==> src/rtl/hazard_scoreboard_pkg.sv <==
// Shared constants for the ID-stage hazard scoreboard.
// Forwarding select encoding and scoreboard entry field widths.
package hazard_scoreboard_pkg;

  localparam int FWD_RF         = 0;
  localparam int FWD_ENTRY_BASE = 1;

  localparam int SB_VLD_W = 1;
  localparam int SB_LD_W  = 1;

  function automatic int fwd_width(input int depth);
    return $clog2(depth + 1);
  endfunction

endpackage

==> src/rtl/hs_match_enc.sv <==
// Per-operand comparator across the scoreboard plus a
// youngest-first priority encoder.
module hs_match_enc
  import hazard_scoreboard_pkg::*;
#(
  parameter int REG_AW = 5,
  parameter int DEPTH  = 3,
  parameter int IW     = 2
) (
  input  logic [DEPTH-1:0]             vld,
  input  logic [DEPTH-1:0][REG_AW-1:0] regs,
  input  logic [DEPTH-1:0]             ld,
  input  logic [REG_AW-1:0]            src,
  input  logic                         use_src,
  output logic                         hit,
  output logic [IW-1:0]                idx,
  output logic                         ld_at_hit
);

  logic [DEPTH-1:0] m;

  always_comb begin
    m = '0;
    for (int i = 0; i < DEPTH; i++) begin
      m[i] = vld[i] && (regs[i] == src)
          && (src != '0) && use_src;
    end
  end

  // Scan oldest to youngest so the youngest match lands last.
  always_comb begin
    hit       = 1'b0;
    idx       = '0;
    ld_at_hit = 1'b0;
    for (int i = DEPTH - 1; i >= 0; i--) begin
      if (m[i]) begin
        hit       = 1'b1;
        idx       = IW'(i);
        ld_at_hit = ld[i];
      end
    end
  end

endmodule

==> src/rtl/hazard_scoreboard.sv <==
// Tracks in-flight writes EX..WB and derives stall,
// forwarding selects and a saturating stall counter.
module hazard_scoreboard
  import hazard_scoreboard_pkg::*;
#(
  parameter int REG_AW = 5,
  parameter int DEPTH  = 3,
  parameter int FWD_EN = 1,
  parameter int CNT_W  = 16
) (
  input  logic                         clk,
  input  logic                         reset_n,
  input  logic                         id_valid,
  input  logic [REG_AW-1:0]            id_rs,
  input  logic [REG_AW-1:0]            id_rt,
  input  logic                         id_use_rs,
  input  logic                         id_use_rt,
  input  logic                         id_wr_en,
  input  logic [REG_AW-1:0]            id_wr_reg,
  input  logic                         id_is_load,
  input  logic                         flush,
  output logic                         stall,
  output logic [$clog2(DEPTH+1)-1:0]   fwd_rs,
  output logic [$clog2(DEPTH+1)-1:0]   fwd_rt,
  output logic [CNT_W-1:0]             stall_cnt
);

  localparam int FW = $clog2(DEPTH + 1);

  logic [DEPTH-1:0][SB_VLD_W-1:0] sb_vld;
  logic [DEPTH-1:0][REG_AW-1:0]   sb_reg;
  logic [DEPTH-1:0][SB_LD_W-1:0]  sb_ld;

  logic          hit_rs, hit_rt;
  logic          ld_rs, ld_rt;
  logic [FW-1:0] idx_rs, idx_rt;
  logic          haz;
  logic          load_en;

  hs_match_enc #(
    .REG_AW (REG_AW),
    .DEPTH  (DEPTH),
    .IW     (FW)
  ) u_enc_rs (
    .vld       (sb_vld),
    .regs      (sb_reg),
    .ld        (sb_ld),
    .src       (id_rs),
    .use_src   (id_use_rs),
    .hit       (hit_rs),
    .idx       (idx_rs),
    .ld_at_hit (ld_rs)
  );

  hs_match_enc #(
    .REG_AW (REG_AW),
    .DEPTH  (DEPTH),
    .IW     (FW)
  ) u_enc_rt (
    .vld       (sb_vld),
    .regs      (sb_reg),
    .ld        (sb_ld),
    .src       (id_rt),
    .use_src   (id_use_rt),
    .hit       (hit_rt),
    .idx       (idx_rt),
    .ld_at_hit (ld_rt)
  );

  // With forwarding only a load still sitting in EX
  // has no result available yet.
  always_comb begin
    haz = 1'b0;
    if (FWD_EN != 0) begin
      haz = (hit_rs && idx_rs == '0 && ld_rs)
         || (hit_rt && idx_rt == '0 && ld_rt);
    end else begin
      haz = hit_rs || hit_rt;
    end
    stall = id_valid && !flush && haz;
  end

  always_comb begin
    fwd_rs = FW'(FWD_RF);
    fwd_rt = FW'(FWD_RF);
    if (FWD_EN != 0) begin
      if (hit_rs) fwd_rs = idx_rs + FW'(FWD_ENTRY_BASE);
      if (hit_rt) fwd_rt = idx_rt + FW'(FWD_ENTRY_BASE);
    end
  end

  assign load_en = id_valid && id_wr_en && !stall
                && !flush && (id_wr_reg != '0);

  always_ff @(posedge clk) begin
    if (!reset_n) begin
      sb_vld    <= '0;
      sb_reg    <= '0;
      sb_ld     <= '0;
      stall_cnt <= '0;
    end else begin
      for (int i = 1; i < DEPTH; i++) begin
        sb_vld[i] <= sb_vld[i-1];
        sb_reg[i] <= sb_reg[i-1];
        sb_ld[i]  <= sb_ld[i-1];
      end
      sb_vld[0] <= load_en;
      sb_reg[0] <= id_wr_reg;
      sb_ld[0]  <= id_is_load;
      if (stall && stall_cnt != '1) begin
        stall_cnt <= stall_cnt + 1'b1;
      end
    end
  end

endmodule

==> config.mk <==
export PLATFORM = sky130hd
export DESIGN_NAME = hazard_scoreboard
export DESIGN_NICKNAME = d
export VERILOG_FILES = /design/src/rtl/hazard_scoreboard_pkg.sv /design/src/rtl/hs_match_enc.sv /design/src/rtl/hazard_scoreboard.sv
export SDC_FILE = /design/constraint.sdc
export NUM_CORES = 1
export LEC_CHECK = 0
export ABC_AREA = 1
export CAP_MARGIN = 20
export CELL_PAD_IN_SITES_DETAIL_PLACEMENT = 2
export CELL_PAD_IN_SITES_GLOBAL_PLACEMENT = 2
export CORE_MARGIN = 1
export CORE_UTILIZATION = 29
export CTS_CLUSTER_DIAMETER = 120
export DETAILED_ROUTE_END_ITERATION = 12
export HOLD_SLACK_MARGIN = 0.03
export PLACE_DENSITY = 0.95
export SYNTH_ARGS = -nofsm -noshare
export SYNTH_HDL_FRONTEND = slang
export SYNTH_SLANG_ARGS = --single-unit
==> constraint.sdc <==
create_clock -name clk -period 4.4 [get_ports clk]
set_input_delay 0.88 -clock clk [delete_from_list [all_inputs] [get_ports clk]]
set_output_delay 0.88 -clock clk [all_outputs]
set_load 0.02 [all_outputs]
== Word level (Yosys, flattened, before mapping) ==
Index checks and enable logic that the tools add are counted.

* Eq/ne operators: 7
* Add/sub/neg operators: 3
* Multiplexer cells: 20
* Reductions and logical operators: 37

{| class="wikitable"
|+ Operator list
! cell !! number
|-
| $eq 5x5->1 || 6
|-
| $logic_and 1x1->1 || 29
|-
| $add 16x1->16 const B || 1
|-
| $mux 2 || 8
|-
| $ne 16x16->1 const B || 1
|-
| $reduce_bool 5->1 || 3
|-
| $mux 1 || 12
|-
| $add 2x1->2 const B || 2
|-
| $logic_not 2->1 || 2
|-
| $logic_not 1->1 || 2
|-
| $logic_or 1x1->1 || 1
|}

* Bits of input ports: 23
* Register bits after elaboration: 37
* Word-level logic and storage cells: 77
* Output and inout port bits: 21

== Longest topological paths before layout ==
* Depth in word-level cells: 16
* Mapped depth: 19
* Mapped depth without buffers: 18

== Hierarchy ==
From an unflattened synthesis, not the netlist that was laid out.

* Cell total of the unflattened synthesis: 433
* Area total of the unflattened synthesis: 2508.7 µm²

{| class="wikitable"
|+ By module, submodules not included
! module !! area an instance (µm²) !! cells an instance !! instances !! sequential area each (µm²)
|-
| hazard_scoreboard || 1672.9 || 241 || 1 || 740.7
|-
| hs_match_enc || 417.9 || 96 || 2 || 0.0
|}

== Least setup slack after synthesis ==
No wires, ideal clock.

* Kind: input -> output
* Start: input id_rt[0]
* End: output stall
* Arrival time: 2125 ps
* Data required time: 3520 ps
* Cell stages on the path: 14
* Buffers on the path: 0
* Path slack: 1395 ps
* Path through: nor2_1 > nand2_1 > nor2_2 > nor2_1 > nand2_1 > inv_2 > nand2_1 > ha_1 > nand2_1 > nor2_4 > nand2_2 > nand2_4 > nand2_1 > inv_1

* Word-level cells in the longest chain between the ends: 12
* Elaborated cells between the ends (all ways): 27
* Classes of those cells: eq/ne: 3; mux: 9; reduce/logical: 15

{| class="wikitable"
|+ Ends and longest elaborated chain
! element !! line !! text
|-
| start: declaration || hazard_scoreboard.sv:15 || <nowiki>input logic [REG_AW-1:0] id_rt,</nowiki>
|-
| $eq 5x5->1 || hs_match_enc.sv:25 || <nowiki>m[i] = vld[i] && (regs[i] == src)</nowiki>
|-
| $logic_and 1x1->1 || hs_match_enc.sv:25 ||
|-
| $logic_and 1x1->1 (2 in a row) || hs_match_enc.sv:26 || <nowiki>&& (src != '0) && use_src;</nowiki>
|-
| $mux 2 (3 in a row) || hs_match_enc.sv:36 || <nowiki>if (m[i]) begin</nowiki>
|-
| $logic_not 2->1 || hazard_scoreboard.sv:76 || <nowiki>|| (hit_rt && idx_rt == '0 && ld_rt);</nowiki>
|-
| $logic_and 1x1->1 || hazard_scoreboard.sv:76 ||
|-
| $logic_and 1x1->1 * || hazard_scoreboard.sv:76 ||
|-
| $logic_or 1x1->1 * || hazard_scoreboard.sv:76 ||
|-
| $logic_and 1x1->1 * || hazard_scoreboard.sv:80 || <nowiki>stall = id_valid && !flush && haz;</nowiki>
|-
| end: declaration || hazard_scoreboard.sv:22 || <nowiki>output logic stall,</nowiki>
|}

Every way passes the cells marked *; elsewhere a longest branch is shown, timed or not.

== Final worst setup path ==
* Start: input id_rs[3]
* End: output fwd_rs[1]

* Word-level cells in the longest chain between the ends: 9
* Elaborated cells between the ends (all ways): 21
* Classes of those cells: add/sub: 1; eq/ne: 3; mux: 7; reduce/logical: 10

{| class="wikitable"
|+ Ends and longest elaborated chain
! element !! line !! text
|-
| start: declaration || hazard_scoreboard.sv:14 || <nowiki>input logic [REG_AW-1:0] id_rs,</nowiki>
|-
| $eq 5x5->1 || hs_match_enc.sv:25 ||
|-
| $logic_and 1x1->1 || hs_match_enc.sv:25 ||
|-
| $logic_and 1x1->1 (2 in a row) || hs_match_enc.sv:26 ||
|-
| $mux 2 (3 in a row) || hs_match_enc.sv:36 ||
|-
| $add 2x1->2 || hazard_scoreboard.sv:87 || <nowiki>if (hit_rs) fwd_rs = idx_rs + FW'(FWD_ENTRY_BASE);</nowiki>
|-
| $mux 2 * || hazard_scoreboard.sv:87 ||
|-
| end: declaration || hazard_scoreboard.sv:23 || <nowiki>output logic [$clog2(DEPTH+1)-1:0] fwd_rs,</nowiki>
|}

Marks and branches as above.

==> reports/qor.yml <==
sta:
  drv_slew: 0
  fin_crit_ns: 4.23
  relSlewSlack_pct: 77.2
  rsz0062_at_grt: "false"
  max_freq_ghz: 0.237
  finalHoldViolations: 0
  worstMarginPinSlew_ns: 0.339
  fin_crit_sh_pct: 96.0
  setup_viol: 0
  skew_ns: 0.0129
  worst_hold_slack_ns: 0.453
  tns_ns: 0
yosys:
  yosysSeqAreaShare_pct: 30.6
  synth_area_leaders: "dfxtp_1 31%, nand2_1 23%, inv_1 11%, nand3_1 7.7%, nor2_1 7.4%"
  synthCells: 419
  synth_top_area_cell: "dfxtp_1"
  avgSynthCellArea_um2: 5.77
  synth_seq_cells: 37
  synth_top_area_share_pct: 30.6
  synth.distinct_cells: 28
  yosysWarnings: 0
  synth_nets: 445
  syn-cell-area_um2: 2420
setup_path:
  reg2reg_depth: 15
  critical_path_required_ns: 3.52
  crit_path_start_kind: "primary input"
  critical_path_class: "primary input to primary output"
  cp.arrival_ns: 3.35
  timing.rr.end: "stall_cnt[0]"
  critPathCaptureType: "primary output"
  crit_fanout: 6
  rrSetupSlack_ns: 1.99
  worstSetupStartpoint: "id_rs[3]"
  r2r-start: "sb_reg[2]"
cells_and_area:
  nFillCells: 988
  drive_above_1_share_pct: 8.84
  areaGrowthSynthToFinish_pct: 25.7
  multiInputGateArea_um2: 1320
  nets: 491
  seq_area_um2: 741
  finalNonFillerCells: 566
  largest_reg_flops: 16
  antenna_cells: 0
route:
  route.detailed.drc: 0
  num_vias: 2715
  viasPerCell: 4.80
  finalWirelength_mm: 8.63
  drtIter0Drc: 57
  dr.pass1.iters: 4
  ant_nets: 0
  wl_per_cell_um: 15.2
clocking:
  cts_setup_buffers: 0
  cts_tree: "done"
  numClockSinks: 37
  clockBufferDepth: 2
  cts_buffers: 5
  hold_buffers: 0
  clk_latency_ns: 0.30
  htreeDepth: 2
  cts.clk_slew.worst_paths_ns: 0.08
  cts_resized: 0
  cts_root_buf: "clkbuf_8"
global_route:
  grt_pass1_wl_mm: 14.6
  grt_pass1_vias: 3044
  gr-total-overflow: 0
  grt_max_degree: 26
  grt_antenna_before_repair: 0
  grt_usage_pct: 21.4
die:
  ios: 44
  placementRows: 32
  die_w_um: 93.3
  die_h_um: 93.3
  core_um2: 7890
  dieArea_um2: 8710
  initial_core_util_pct: 30.7
status:
  status: "finished, final reports clean"
power:
  max-vdd-ir-drop_mv: 0.0861
  p_leak_nw: 1.51
  power_density_nw_per_um2: 222
place:
  port_buffers: 43
  place_congestion: 0.869
  dp.cells: 560
  hpwl_mm: 7.00
worst_hold_path:
  min-delay-start: "sb_ld[0]"
  hold_class: "flip-flop to flip-flop"
  hold_depth: 2
  hold_end: "sb_ld[1]"
flow_run:
  drv_cap: 0
-- cells in the final DEF (no fill, tap or decap), drive strengths merged --
cell type,instances
clkinv,4
clkdlybuf4s50,42
a21oi,2
dlymetal6s2s,1
nor2,57
nor3,7
a211oi,1
o21ai,9
inv,83
nand3,38
clkbuf,5
nand4,14
nand3b,1
and2,2
ha,3
dfxtp,37
buf,3
nand2,150
nor4,1
xnor2,4
-- power by group --
part	internal [mW]	switching [mW]	leakage (nW)	total (mW)
combinational	0.0379	0.0549	1.17	0.0927
sequential	0.342	0.00824	0.301	0.350
clock	0.105	0.128	0.0399	0.233
-- synth_stat cells --
master and instances:
nand3_1 37, clkbuf_1 4, and2_0 2, nor3_1 6, nand2_4 1, inv_2 14, buf_2 1, nor4_1 1
nand2_1 146, nand2_2 3, inv_1 69, nor2_2 8, nand3b_1 1, dfxtp_1 37, o21ai_0 7, a211oi_2 1
a21oi_2 1, buf_6 2, nand3_2 1, xnor2_1 4, nand4_1 14, clkinv_1 3, nor3_2 1, nor2_4 1
ha_1 3, nor2_1 48, o21ai_1 2, a21oi_1 1
-- routing by layer --
layer	wire length, um	global-route usage (%)	vias to the layer above
li1	-	-	1352
met1	3670	23.5	1309
met2	4590	42.4	44
met3	285	4.07	10
met4	80	3.72	0
met5	0	0	-
-- critical path, cell delays in order --
cell and delay, ns:
clkdlybuf4s50_1 0.56, inv_2 0.10, nand2_1 0.09, nand2_1 0.08, clkinv_1 0.06, nand2_1 0.08
nor2_2 0.13, nand2_2 0.10, inv_1 0.10, nand2_1 0.06, ha_1 0.29, o21ai_0 0.14
inv_1 0.08, clkdlybuf4s50_1 0.59
-- cell families (layout without fill, tap and decap cells) --
| logic type | Yosys count | count (layout) | share of synthesized area (%) |
|---|---|---|---|
| simple gates | 270 | 270 | 48.3 |
| buf+inv | 93 | 138 | 15.1 |
| flops | 37 | 37 | 30.6 |
| compound gates | 12 | 12 | 2.95 |
| xor+xnor | 4 | 4 | 1.45 |
| fa+ha+maj | 3 | 3 | 1.55 |
-- worst max-delay path by stage --
stage                     slack, ns   endpoint
final                          0.17  fwd_rs[1]
after global routing           0.04  fwd_rs[1]
after CTS                      0.06      stall
after detailed placement       0.08      stall
after global placement         0.19      stall
after floorplan                1.39      stall
-- per-stage QoR --
step	utilization [%]	instance area [um^2]	setup WS [ns]	power (mW)
6_report	38.5	3040	0.174	0.676
2_1_floorplan	-	2420	1.39	0.402
4_1_cts	38.4	3030	0.0552	0.688
3_5_place_dp	37.5	2960	0.0846	0.450
3_3_place_gp	37.5	2960	0.194	0.444
5_1_grt	38.5	3040	0.0382	0.710
-- cell type report --
| type | instances | share of cell area [%] |
|---|---|---|
| Sequential cell | 37 | 24.4 |
| Clock buffer | 5 | 2.26 |
| Inverter | 86 | 10.6 |
| Multi-Input combinational cell | 289 | 43.4 |
| Timing Repair Buffer | 46 | 15.0 |
| Clock inverter | 1 | 0.165 |
| Tap cell | 102 | 4.20 |
(Power assumes the default switching activity.)
